**src/rtl/gfx_shader_wb_arbiter_n.sv**
```systemverilog
// N-input writeback arbiter: optional fixed-priority port 0, round-robin over the rest,
// one registered output stage. Define GFX_WB_ARB_STARVE_EN for per-port starvation forcing.
module gfx_shader_wb_arbiter_n #(
  parameter int PORTS        = 4,
  parameter int DATA_W       = 64,
  parameter int PRIO_PORT0   = 1,
  parameter int STARVE_LIMIT = 15,
  localparam int PW          = $clog2(PORTS)
) (
  input  logic                         clk,
  input  logic                         rst,
  input  logic [PORTS-1:0]             in_valid,
  output logic [PORTS-1:0]             in_ready,
  input  logic [PORTS-1:0][DATA_W-1:0] in_data,
  output logic                         out_valid,
  input  logic                         out_ready,
  output logic [DATA_W-1:0]            out_data,
  output logic [PW-1:0]                out_port
);

  localparam logic [PW-1:0] RR_FIRST = (PRIO_PORT0 != 0) ? PW'(1) : PW'(0);
  localparam logic [PW-1:0] LAST     = PW'(PORTS - 1);
  localparam logic [PW:0]   PORTS_W  = (PW + 1)'(PORTS);

  if (PORTS < 2 || PORTS > 16 || STARVE_LIMIT < 1) begin : g_bad_params
    $error("gfx_shader_wb_arbiter_n: PORTS must be 2..16 and STARVE_LIMIT >= 1");
  end

  logic                 load;
  logic [PORTS-1:0]     grant;
  logic [PW-1:0]        grant_idx;
  logic                 grant_any;
  logic                 grant_rr;
  logic [PW-1:0]        rr_ptr_reg;
  logic [PW-1:0]        rr_next;
  logic [PW:0]          rr_sum;
  logic [PW-1:0]        rr_idx;
  logic                 out_valid_reg;
  logic [DATA_W-1:0]    out_data_reg;
  logic [PW-1:0]        out_port_reg;

  assign load      = ~out_valid_reg | out_ready;
  assign in_ready  = (load && !rst) ? grant : '0;
  assign out_valid = out_valid_reg;
  assign out_data  = out_data_reg;
  assign out_port  = out_port_reg;

`ifdef GFX_WB_ARB_STARVE_EN
  localparam int            CW    = $clog2(STARVE_LIMIT + 1);
  localparam logic [CW-1:0] LIMIT = CW'(STARVE_LIMIT);

  logic [PORTS-1:0] starved;

  // Counts cycles a port has been refused; an idle or just-served port starts over.
  for (genvar gi = 0; gi < PORTS; gi++) begin : g_starve
    logic [CW-1:0] cnt_reg;

    always_ff @(posedge clk) begin
      if (rst || !in_valid[gi] || in_ready[gi]) begin
        cnt_reg <= '0;
      end else if (cnt_reg != LIMIT) begin
        cnt_reg <= cnt_reg + CW'(1);
      end
    end

    assign starved[gi] = (cnt_reg == LIMIT);
  end
`endif

  always_comb begin
    grant     = '0;
    grant_idx = '0;
    grant_any = 1'b0;
    grant_rr  = 1'b0;
    rr_sum    = '0;
    rr_idx    = '0;
`ifdef GFX_WB_ARB_STARVE_EN
    for (int i = 0; i < PORTS; i++) begin
      if (!grant_any && starved[i]) begin
        grant[i]  = 1'b1;
        grant_idx = PW'(i);
        grant_any = 1'b1;
      end
    end
`endif
    if (!grant_any && PRIO_PORT0 != 0 && in_valid[0]) begin
      grant[0]  = 1'b1;
      grant_any = 1'b1;
    end
    // Scan forward from rr_ptr with wrap; the priority port never takes a round-robin slot.
    for (int off = 0; off < PORTS; off++) begin
      rr_sum = {1'b0, rr_ptr_reg} + (PW + 1)'(off);
      if (rr_sum >= PORTS_W) rr_sum = rr_sum - PORTS_W;
      rr_idx = rr_sum[PW-1:0];
      if (!grant_any && in_valid[rr_idx] && !(PRIO_PORT0 != 0 && rr_idx == '0)) begin
        grant[rr_idx] = 1'b1;
        grant_idx     = rr_idx;
        grant_any     = 1'b1;
        grant_rr      = 1'b1;
      end
    end
  end

  assign rr_next = (grant_idx == LAST) ? RR_FIRST : grant_idx + PW'(1);

  always_ff @(posedge clk) begin
    if (rst) begin
      out_valid_reg <= 1'b0;
      rr_ptr_reg    <= RR_FIRST;
    end else if (load) begin
      out_valid_reg <= grant_any;
      if (grant_any) begin
        out_data_reg <= in_data[grant_idx];
        out_port_reg <= grant_idx;
      end
      if (grant_any && grant_rr) begin
        rr_ptr_reg <= rr_next;
      end
    end
  end

  a_grant_onehot0: assert property (@(posedge clk) $onehot0(grant));
  a_out_hold: assert property (@(posedge clk) disable iff (rst)
    (out_valid_reg && !out_ready) |=>
      (out_valid_reg && $stable(out_data_reg) && $stable(out_port_reg)));

endmodule

```
**config.mk**
```make
export PLATFORM = sky130hd
export DESIGN_NAME = gfx_shader_wb_arbiter_n
export DESIGN_NICKNAME = d
export VERILOG_FILES = /design/src/rtl/gfx_shader_wb_arbiter_n.sv
export SDC_FILE = /design/constraint.sdc
export NUM_CORES = 1
export LEC_CHECK = 0
export BUFFER_PORTS_ARGS = -buffer_cell sky130_fd_sc_hd__buf_2
export CELL_PAD_IN_SITES_DETAIL_PLACEMENT = 0
export CELL_PAD_IN_SITES_GLOBAL_PLACEMENT = 2
export CORE_ASPECT_RATIO = 0.9
export CORE_UTILIZATION = 24
export CTS_CLUSTER_SIZE = 24
export DETAILED_ROUTE_END_ITERATION = 12
export PLACE_DENSITY_LB_ADDON = 0.08
export SLEW_MARGIN = 20
export SYNTH_ARGS = -nofsm -noshare
export SYNTH_HDL_FRONTEND = slang
export SYNTH_SLANG_ARGS = --single-unit
```
**constraint.sdc**
```tcl
create_clock -name clk -period 5.45 [get_ports clk]
set_input_delay 0.2725 -clock clk [delete_from_list [all_inputs] [get_ports clk]]
set_output_delay 0.2725 -clock clk [all_outputs]
set_load 0.005 [all_outputs]
```
# Word-level counts from Yosys, hierarchy flattened
# Index checks and enable logic that the tools add are counted.
# word_totals
output_inout_bits	71
ff_bits	69
wordCells	103
# op_classes
n_lt_le_gt_ge	13
n_reduce_logical	29
mux	41
addsub	8
eq_ne	1
bitwise_logic	7
# op_table
cell	n
64-bit binary-select mux with 2-bit select	1
64-bit two-way mux	1
4-bit two-way mux	5
2-bit two-way mux	9
1-bit two-way mux	17
2-bit by 3-bit < comparator with 1-bit output (second input constant)	5
1-bit logical AND	14
4-bit OR	3
3-bit >= comparator (second input constant)	3
1-bit logical NOT	9
1-bit binary-select mux with 2-bit select	4
1-bit demux with 2-bit select	4
2-bit by 1-bit >= comparator with 1-bit output (second input constant)	4
2-bit logical NOT	4
2-bit by 1-bit subtractor with 2-bit output (second input constant)	4
2-bit by 2-bit adder with 3-bit output (second input constant)	2
1-bit by 4-bit OR with 4-bit output	1
2-bit by 1-bit adder with 3-bit output (second input constant)	1
2-bit by 3-bit >= comparator with 1-bit output (second input constant)	1
3-bit AND reduction	1
2-bit by 1-bit adder with 2-bit output (second input constant)	1
2-bit equality test (second input constant)	1
1-bit inverter	2
2-bit AND reduction	1
1-bit OR	1

# Depth between registers and ports, before layout
# Gate-level depths: netlist (run 1).
# depth
word_depth	21
depth_mapped	12

# Worst setup path before layout (run 1)
# OpenSTA, ideal clock, no wires.
# synth_timing
kind	reg-to-reg
startpoint	register rr_ptr_reg[0]
endpoint	register out_data_reg[0] (netlist: out_data[0]), enable pin
setup_ns	0.490
setup_slack_ns	0.507
path_stages_with_launch	8
period_less_slack_ns	4.943
required_time_ns	4.960
arrival_ns	4.452
path_cell_list	dfxtp_1 > buf_6 > inv_1 > ha_1 > or2_2 > o22ai_1 > nor4b_1 > nor2_1
# synth_via
elab_chain_cells	20
elab_cells_between_ends	47
cone_classes	add/sub (7); order compare (4); mux (16); reduce/logical (20)
# synth_rtl
element	line	text
start: declaration	34	logic [PW-1:0] rr_ptr_reg;
start signal: assignment	117	rr_ptr_reg <= rr_next;
2-bit by 3-bit >= comparator with 1-bit output / 2-bit by 1-bit subtractor with 2-bit output (equally long branches)	93	if (rr_sum >= PORTS_W) rr_sum = rr_sum - PORTS_W;
2-bit two-way mux	93	
1-bit binary-select mux with 2-bit select	95	if (!grant_any && in_valid[rr_idx] && !(PRIO_PORT0 != 0 && rr_idx == '0)) begin
1-bit two-way mux (not written as such)	95	
1-bit logical AND (2 in a row)	95	
1-bit two-way mux	95	
1-bit logical NOT	95	
1-bit logical AND (2 in a row)	95	
1-bit two-way mux	95	
1-bit logical NOT	95	
1-bit logical AND (2 in a row)	95	
1-bit two-way mux	95	
1-bit logical NOT	95	
1-bit logical AND (2 in a row)	95	
1-bit two-way mux (*)	95	
3-bit AND reduction (no source line) (*)	--	
end signal: assignment	113	out_data_reg <= in_data[grant_idx];
end: declaration	39	logic [DATA_W-1:0] out_data_reg;
# Mark *: on every way between the ends. The rest lies on a longest branch, timed or not. The select of a mux whose other input is x is not followed.
# A chain may end at the register's enable or synchronous reset.

# Worst setup path in the final report (run 1)
# layout_timing
startpoint	register rr_ptr_reg[0]
endpoint	register rr_ptr_reg[1]
# layout_via
elab_chain_cells	21
elab_cells_between_ends	59
cone_classes	add/sub (8); order compare (4); eq/ne (1); mux (25); reduce/logical (21)
# layout_rtl
element	line	text
2-bit by 3-bit >= comparator with 1-bit output / 2-bit by 1-bit subtractor with 2-bit output (equally long branches)	93	
2-bit two-way mux	93	
1-bit binary-select mux with 2-bit select	95	
1-bit two-way mux (not written as such)	95	
1-bit logical AND (2 in a row)	95	
1-bit two-way mux	95	
1-bit logical NOT	95	
1-bit logical AND (2 in a row)	95	
[... 2 more ...]	--	
1-bit logical AND (2 in a row)	95	
1-bit two-way mux	95	
1-bit logical NOT	95	
1-bit logical AND (2 in a row)	95	
2-bit two-way mux (*)	95	
via grant_idx[0]	31	logic [PW-1:0] grant_idx;
2-bit by 1-bit adder with 2-bit output / 2-bit equality test (equally long branches)	104	assign rr_next = (grant_idx == LAST) ? RR_FIRST : grant_idx + PW'(1);
2-bit two-way mux (*)	104	
# The timed path passes the listed nets; every way through them passes the cells marked *. The select of a mux whose other input is x is not followed.

==> results of run 1 <==
[cell families (layout without fill, tap and decap cells)]
kind of cell	after synthesis	in the layout	share of synthesized area (%)
compound gates	18	18	3.40
fa+ha+maj	7	7	1.83
buf+inv	29	361	7.05
flops	69	69	42.6
mux	197	197	41.7
other cells	0	1	0
simple gates	28	28	3.42
[metal layers]
layer / part of all wire (%) / vias to the layer above / global-route usage, %
li1: - / 2005 / -
met1: 34 / 1872 / 13.8
met2: 55 / 203 / 28.3
met3: 9.7 / 18 / 5.30
met4: 1.8 / 0 / 4.78
met5: 0 / - / 0
[through the flow]
step	hold slack, ps	utilization [%]	std cells
CTS	139	35.5	930
finish	161	35.5	931
global placement	490	33.9	914
floorplan	342	-	348
detailed placement	504	33.9	914
global route	148	35.5	931
[worst register-to-register path, stage by stage (launching register included)]
cell and delay, ps:
dfxtp_1 780, inv_1 220, ha_1 400, or2_2 300, o22ai_1 330, nor4_2 160, o32ai_4 310, buf_4 530
inv_1 150, and2_1 180, o41ai_2 200
[final timing paths]
check,endpoint,slack (ps)
hold / removal,out_valid,160
setup / recovery,rr_ptr_reg[1],1800
hold reg to reg,out_valid,590
setup reg to reg,rr_ptr_reg[1],1800
[layout make-up]
type	instances	share of cell area, %
antenna	1	0.0365
clock buffer	11	3.39
clock inverter	5	1.09
inverter	6	0.328
multi-input combinational	250	35.5
sequential	69	29.8
tap	250	4.56
timing repair buffer	339	25.3
[placed cells by master (no fill, tap or decap), drive strengths merged, types with 2 or more instances in the layout]
cell type / instances
clkinv: 3
or2: 2
a222oi: 3
a21oi: 6
and2: 2
bufinv: 2
edfxtp: 66
o22ai: 3
or3: 2
clkbuf: 11
mux2i: 196
nor2b: 2
nor3: 2
nand2: 4
dfxtp: 3
buf: 339
nand2b: 4
inv: 6
nor2: 5
ha: 7
[where the power goes]
group	leakage (uW)	internal, uW	switching, uW
clock network	0.000153	398	216
logic	0.00247	492	507
registers	0.000656	752	34.4
==> metrics.yaml, run 1 <==
grt_pass1_wl_microns: 22000
grt_max_degree: 65
fin_ws_ps: 1800
multi_input_area_sq_um: 2440
initial_core_util_pct: 24.8
cts_tree: "done"
antenna_left: 0
ys_ff_latch: 69
skew_ps: 4.25
ys_warn_count: 0
cts_buffer_depth: 2
crit_buf_inv: 3
die-area_sq_um: 20500
grt-ovfl-total: 0
syn-num-nets: 618
vias: 4098
synth_area_leaders: "edfxtp_1, mux2i_1, buf_12"
syn_inst: 348
drtIter0Drc: 90
setup_viol: 0
critPathMaxFanout: 34
layout.nets: 945
placed_cell_area_sq_um: 6550
crit_slowest_cell: "dfxtp_1"
worstSetupPathDepth: 10
cp-end-kind: "flip-flop"
synthArstFlopShare_pct: 0
tightest_slew_ps: 899
wl_per_cell_microns: 16.6
outcome: "finished clean"
yosysMostFrequentCell: "mux2i_1"
finalHoldViolations: 0
period_share_pct: 67.0
largest_register_ffs: 64
hold_path.class: "in2reg"
slew_viol_final: 0
ys_seq_area_share_pct: 42.6
synth-edff-count: 66
yosys-top-cells-count: "mux2i_1, edfxtp_1, buf_12"
critPathKind: "reg2reg"
yosys.area.top_type_share_pct: 41.4
finalCriticalPeriod_ps: 3650
relSlewSlack_pct: 39.9
rsz0062_at_grt: "false"
grt_usage_pct: 14.5
rows: 48
fin_tns_setup_ps: 0
drc: 0
hpwl_microns: 12400
numCtsBuffers: 9
seqCellArea_sq_um: 2040
antenna_found_initial: 1
die_y_microns: 136
ioPinCount: 334
post_cts_buffers: 0
cts_resized: 0
clkTransAtPathRegs_ps: 50
coreArea_sq_um: 19300
grt_pass1_vias: 4184
cp_cell_sequence: "inv_1 -> ha_1 -> or2_2 -> o22ai_1 -> nor4_2 -> o32ai_4 -> buf_4 -> inv_1 -> and2_1 -> o41ai_2"
hold_start: "rst"
maxCapViolations: 0
drt-total-wl_microns: 15400
p_leak_uw: 0.00328
place_congestion: 0.793
portBuffers: 333
slowest_delay_ps: 780
critical-path-top-delay-family: "buffers and inverters"
dieWidth_microns: 151
ir_drop_uv: 131
cts_hold_buf: 0
htreeDepth: 3
holdPathStages: 2
p_total_uw: 2400
ys.flop_type: "edfxtp_1"
drive_gt1_share_pct: 53.4
area_delta_synth_final_pct: 43.2
viasPerCell: 4.40
crit_start: "rr_ptr_reg[0]"
reg2regPathDepth: 10
reg2reg_from: "rr_ptr_reg[0]"
nFillCells: 1967
synth_largest_area_cell: "edfxtp_1"
syn_avg_cell_area_sq_um: 13.8
numClockSinks: 69
fmax_ghz: 0.274
first_pass_iters: 5
crit_top_cell: "inv_1"
root_buffer: "clkbuf_16"
netlist_area_sq_um: 4790
final_cell_area_sq_um: 6860
synth_cell_types: 38
startpoint_type: "flip-flop"
clock_latency_ps: 330
required_ps: 5680
cp.arrival_ps: 3880
place_ws_ps: 1760
power.density_nw_per_um2: 350
No activity file was read; power rests on OpenSTA's default activity.
==> run 2, diff against run 1 <==
- CORE_UTILIZATION: 24 -> 22
- clock period: 5.45 -> 3.2 ns (I/O delays scaled with it)
==> metrics.yaml, run 2 (synthesis gave the netlist of run 1 again) <==
rsz0062_at_grt: "false"  # unchanged
skew_ps: 7.61  # was 4.25 ps
htreeDepth: 3  # unchanged
coreArea_sq_um: 21100  # was 19300 sq um
numCtsBuffers: 9  # unchanged
ir_drop_uv: 231  # was 131 uV
cp-end-kind: "flip-flop"  # unchanged
setup_viol: 0  # unchanged
grt_pass1_wl_microns: 22200  # was 22000 microns
relSlewSlack_pct: 40.2  # was 39.9%
hpwl_microns: 12600  # was 12400 microns
numClockSinks: 69  # unchanged
p_int_uw: 2730  # was 1640 uW
clkTransAtPathRegs_ps: 60  # was 50 ps
slowest_delay_ps: 420  # was 780 ps
seq_power_share_pct: 32.4  # was 32.8%
largest_register_ffs: 64  # unchanged
cp.arrival_ps: 3020  # was 3880 ps
portBuffers: 333  # unchanged
clockPowerShare_pct: 22.5  # was 25.6%
startpoint_type: "flip-flop"  # unchanged
final_common_cell: "buf_2"  # unchanged
first_pass_iters: 4  # was 5
most-common-layout-cells: "buf_2, mux2i_1, edfxtp_1, clkbuf_16, buf_12"  # was buf_2, mux2i_1, edfxtp_1, clkbuf_16, ha_1
drt-total-wl_microns: 15700  # was 15400 microns
switching_share_pct: 33.0  # was 31.6%
cp_cell_sequence: "inv_1 -> ha_1 -> nand4bb_1 -> o311ai_2 -> or3_1 -> o22ai_4 -> buf_12 -> buf_4 -> mux2i_1 -> mux2i_1"  # was inv_1 -> ha_1 -> or2_2 -> o22ai_1 -> nor4_2 -> o32ai_4 -> buf_4 -> inv_1 -> and2_1 -> o41ai_2
outcome: "finished clean"  # unchanged
grt_max_degree: 49  # was 65
fmax_ghz: 0.341  # was 0.274 GHz
die-area_sq_um: 22400  # was 20500 sq um
combPwrFrac_pct: 45.1  # was 41.6%
layout.nets: 954  # was 945
crit_top_cell: "mux2i_1"  # was inv_1
cts_resized: 0  # unchanged
placed_cell_area_sq_um: 6740  # was 6550 sq um
area_delta_synth_final_pct: 46.1  # was 43.2%
slew_viol_final: 0  # unchanged
initial_core_util_pct: 22.7  # was 24.8%
power.density_nw_per_um2: 581  # was 350 nW/um^2
cts_buffer_depth: 2  # unchanged
p_switching_uw: 1340  # was 758 uW
cts_hold_buf: 0  # unchanged
dieWidth_microns: 158  # was 151 microns
root_buffer: "clkbuf_16"  # unchanged
antenna_found_initial: 1  # unchanged
vias: 4109  # was 4098
viasPerCell: 4.21  # was 4.40
crit_slowest_cell: "or3_1"  # was dfxtp_1
maxCapViolations: 0  # unchanged
grt_usage_pct: 13.5  # was 14.5%
required_ps: 3290  # was 5680 ps
clock_latency_ps: 340  # was 330 ps
die_y_microns: 142  # was 136 microns
finalCriticalPeriod_ps: 2940  # was 3650 ps
wl_per_cell_microns: 16.1  # was 16.6 microns
drive_gt1_share_pct: 53.9  # was 53.4%
critical-path-top-delay-family: "buffers and inverters"  # unchanged
ioPinCount: 334  # unchanged
drtIter0Drc: 145  # was 90
critPathKind: "reg2reg"  # unchanged
nFillCells: 2199  # was 1967
hold_path.class: "in2reg"  # unchanged
critPathMaxFanout: 28  # was 34
post_cts_buffers: 0  # unchanged
tightest_slew_ps: 885  # was 899 ps
grt_pass1_vias: 4112  # was 4184
grt-ovfl-total: 0  # unchanged
fin_tns_setup_ps: 0  # unchanged
p_leak_uw: 0.00332  # was 0.00328 uW
drc: 0  # unchanged
final_cell_area_sq_um: 7000  # was 6860 sq um
rows: 50  # was 48
place_congestion: 0.792  # was 0.793
crit_buf_inv: 3  # unchanged
cts_tree: "done"  # unchanged
antenna_left: 0  # unchanged
finalHoldViolations: 0  # unchanged
period_share_pct: 91.7  # was 67.0%
-- run 2: final timing paths --
kind / start / to / slack (ps) / cells past startpoint
setup / recovery: rr_ptr_reg[1] / out_data[33] / 260 / 10
hold / removal: rst / out_valid / 50 / 2
hold reg to reg: out_valid / out_valid / 610 / 3
setup reg to reg: rr_ptr_reg[1] / out_data[33] / 260 / 10
-- run 2: power by group through the flow --
stage	Clock [uW]	Combinational (uW)	Sequential [uW]
final	914	1840	1320
after global routing	990	2020	1340
after CTS	960	1880	1320
after detailed placement	0	1880	1340
after global placement	0	1860	1340
after floorplan	0	1310	1380
-- run 2: metal layers --
layer  share of wire (%)  track usage [%]  wire (microns)
met1                  37             13.3            5840
met2                  53             25.9            8270
met3                 9.5             5.94            1490
met4                0.65             2.61             102
met5                   0                0               0
-- run 2: through the flow --
step	worst slack [ps]	hold WS (ps)	util [%]	instances	power [uW]
3_5_place_dp	245	413	32.0	959	3220
5_1_grt	68.2	43.9	33.2	975	4340
6_report	265	53.6	33.2	975	4070
3_3_place_gp	310	414	32.0	959	3200
4_1_cts	243	41.1	33.2	974	4170
2_1_floorplan	84.4	229	-	348	2680
-- run 2: area by class of cell --
cell class,count,area (sq um),share of cell area (%)
Timing Repair Buffer,348,1880,26.8
Tap cell,286,358,5.11
Inverter,6,22.5,0.322
Clock buffer,11,233,3.32
Antenna cell,1,2.50,0.0357
Multi-Input combinational cell,250,2440,34.8
Clock inverter,4,26.3,0.375
Sequential cell,69,2040,29.2
-- run 2: worst register-to-register path: cells and delay by family, from the launching register on --
family / cells / cell delay, ps
AOI/OAI and AO/OA: 2 / 410
DFF: 1 / 310
adders and majority gates: 1 / 330
and+or+nand+nor: 2 / 630
muxes: 2 / 310
buffers and inverters: 3 / 690
==> run 3, diff against run 2 <==
- GPL_TIMING_DRIVEN: not set -> 0
==> metrics.yaml, run 3 (synthesis gave the netlist of run 1 again) <==
final_common_cell: "buf_2"  # unchanged
ir_drop_uv: 248  # was 231 uV
hold_path.class: "in2reg"  # unchanged
most-common-layout-cells: "buf_2, mux2i_1, edfxtp_1, buf_12, clkbuf_16"  # was buf_2, mux2i_1, edfxtp_1, clkbuf_16, buf_12
setup_viol: 0  # unchanged
required_ps: 3270  # was 3290 ps
maxCapViolations: 0  # unchanged
htreeDepth: 3  # unchanged
cp.arrival_ps: 3160  # was 3020 ps
area_delta_synth_final_pct: 49.5  # was 46.1%
grt_usage_pct: 14.2  # was 13.5%
final_cell_area_sq_um: 7160  # was 7000 sq um
r2r_end: "out_data[21]"  # was out_data[33]
fin_ws_ps: 111  # was 265 ps
skew_ps: 8.63  # was 7.61 ps
cts_tree: "done"  # unchanged
period_share_pct: 96.5  # was 91.7%
antenna_found_initial: 1  # unchanged
dieWidth_microns: 158  # unchanged
layout.cells.non_filler: 985  # was 975
num_antenna_cells: 0  # was 1
clkTransAtPathRegs_ps: 60  # about the same
use_met3_pct: 4.90  # was 5.94%
top_usage_layer: "met2"  # unchanged
numClockSinks: 69  # unchanged
crit_end: "out_data[21]"  # was out_data[33]
root_buffer: "clkbuf_16"  # unchanged
placed_cell_area_sq_um: 6860  # was 6740 sq um
combPwrFrac_pct: 46.0  # was 45.1%
nFillCells: 2220  # was 2199
crit_start: "rr_ptr_reg[0]"  # was rr_ptr_reg[1]
coreArea_sq_um: 21100  # unchanged
clockPowerShare_pct: 23.0  # was 22.5%
grt-ovfl-total: 0  # unchanged
placedCellCount: 969  # was 959
drc: 0  # unchanged
critPathKind: "reg2reg"  # unchanged
grt_pass1_vias: 4193  # was 4112
wl_per_cell_microns: 16.8  # was 16.1 microns
fmax_ghz: 0.324  # was 0.341 GHz
die_y_microns: 142  # unchanged
grt_pass1_wl_microns: 23200  # was 22200 microns
clock_latency_ps: 340  # about the same
antenna_left: 0  # unchanged
drtIter0Drc: 178  # was 145
hpwl_microns: 13300  # was 12600 microns
drive_gt1_share_pct: 55.2  # was 53.9%
slew_viol_final: 0  # unchanged
first_pass_iters: 4  # unchanged
numCtsBuffers: 9  # unchanged
timing.reg2reg.setup_slack_ps: 110  # was 260 ps
p_leak_uw: 0.00340  # was 0.00332 uW
relSlewSlack_pct: 43.9  # was 40.2%
startpoint_type: "flip-flop"  # unchanged
power.density_nw_per_um2: 598  # was 581 nW/um^2
timing.hold.ws_ps: 54.5  # was 53.6 ps
p_total_uw: 4280  # was 4070 uW
viasPerCell: 4.21  # about the same
use_met1_pct: 14.9  # was 13.3%
reg2reg_from: "rr_ptr_reg[0]"  # was rr_ptr_reg[1]
cp-end-kind: "flip-flop"  # unchanged
rows: 50  # unchanged
critPathMaxFanout: 10  # was 28
die-area_sq_um: 22400  # unchanged
initial_core_util_pct: 22.7  # unchanged
reg2regPathDepth: 12  # was 10
portBuffers: 333  # unchanged
ioPinCount: 334  # unchanged
place_congestion: 0.782  # was 0.792
p_switching_uw: 1390  # was 1340 uW
switching_share_pct: 32.5  # was 33.0%
vias: 4150  # was 4109
layout.nets: 964  # was 954
place_ws_ps: -56.4  # was 245 ps
outcome: "finished clean"  # unchanged
cts_buffer_depth: 2  # unchanged
largest_register_ffs: 64  # unchanged
seq_power_share_pct: 31.0  # was 32.4%
drt-total-wl_microns: 16500  # was 15700 microns
tightest_slew_ps: 830  # was 885 ps
p_int_uw: 2890  # was 2730 uW
finalHoldViolations: 0  # unchanged
grt_use_met2_pct: 26.6  # was 25.9%
finalCriticalPeriod_ps: 3090  # was 2940 ps
grt_max_degree: 26  # was 49
[run 3: cell count changes in the layout (fill, tap and decap cells not counted), sizes merged]
cell	change
bufinv	+1
clkbuf	+4
buf	+5
diode	-1
bufbuf	+1
[run 3: metrics by stage]
step	TNS [ps]	util (%)
floorplan	0	-
global placement	-57680	32.4
detailed placement	-1600	32.6
CTS	0	33.9
global route	-6.94	34.0
finish	0	34.0
[run 3: per-layer routing]
layer	vias to the layer above	routed length, microns
met4	2	143
met2	200	8600
met3	12	1460
li1	2046	-
met1	1890	6310
met5	-	17
[run 3: timing repair]
action | CTS | global route
buffers inserted | 0 | 0
hold buffers | 0 | 0
resized for setup | 2 | 3
endpoints found under the hold margin | 0 | 0
setup endpoints to repair | 83 | 63
[run 3: worst min path at each step]
stage	endpoint	start	slack [ps]	cells after the start
finish	out_valid	rst	50	2
global route	out_valid	rst	50	2
CTS	out_valid	rst	40	2
detailed placement	out_valid	rst	410	2
global placement	out_valid	rst	420	2
floorplan	out_valid	rst	230	1
[run 3: area by class of cell]
class	instances	area (sq um)	share of cell area (%)
multi-input cells	250	2430	34.0
flip-flops and latches	69	2040	28.5
repair buffers	335	1710	23.8
well taps	286	358	5.00
plain buffers	23	315	4.40
clock buffers	11	233	3.25
clock inverters	5	51.3	0.716
inverters	6	22.5	0.314
[run 3: power by group through the flow]
stage | Clock (uW) | Combinational (uW) | Sequential, uW
finish | 987 | 1970 | 1330
global route | 1060 | 2160 | 1350
CTS | 1030 | 2020 | 1330
detailed placement | 0 | 2010 | 1350
global placement | 0 | 1990 | 1350
floorplan | 0 | 1310 | 1380
[run 3: worst max-delay path: stages (launching register included)]
cell and delay [ps]:
dfxtp_2 350, buf_6 160, inv_1 130, ha_2 290, nand4bb_1 200, o311ai_2 200
or3_1 420, o22ai_2 170, buf_6 170, buf_12 180, buf_12 160, mux2i_1 300
mux2i_1 110
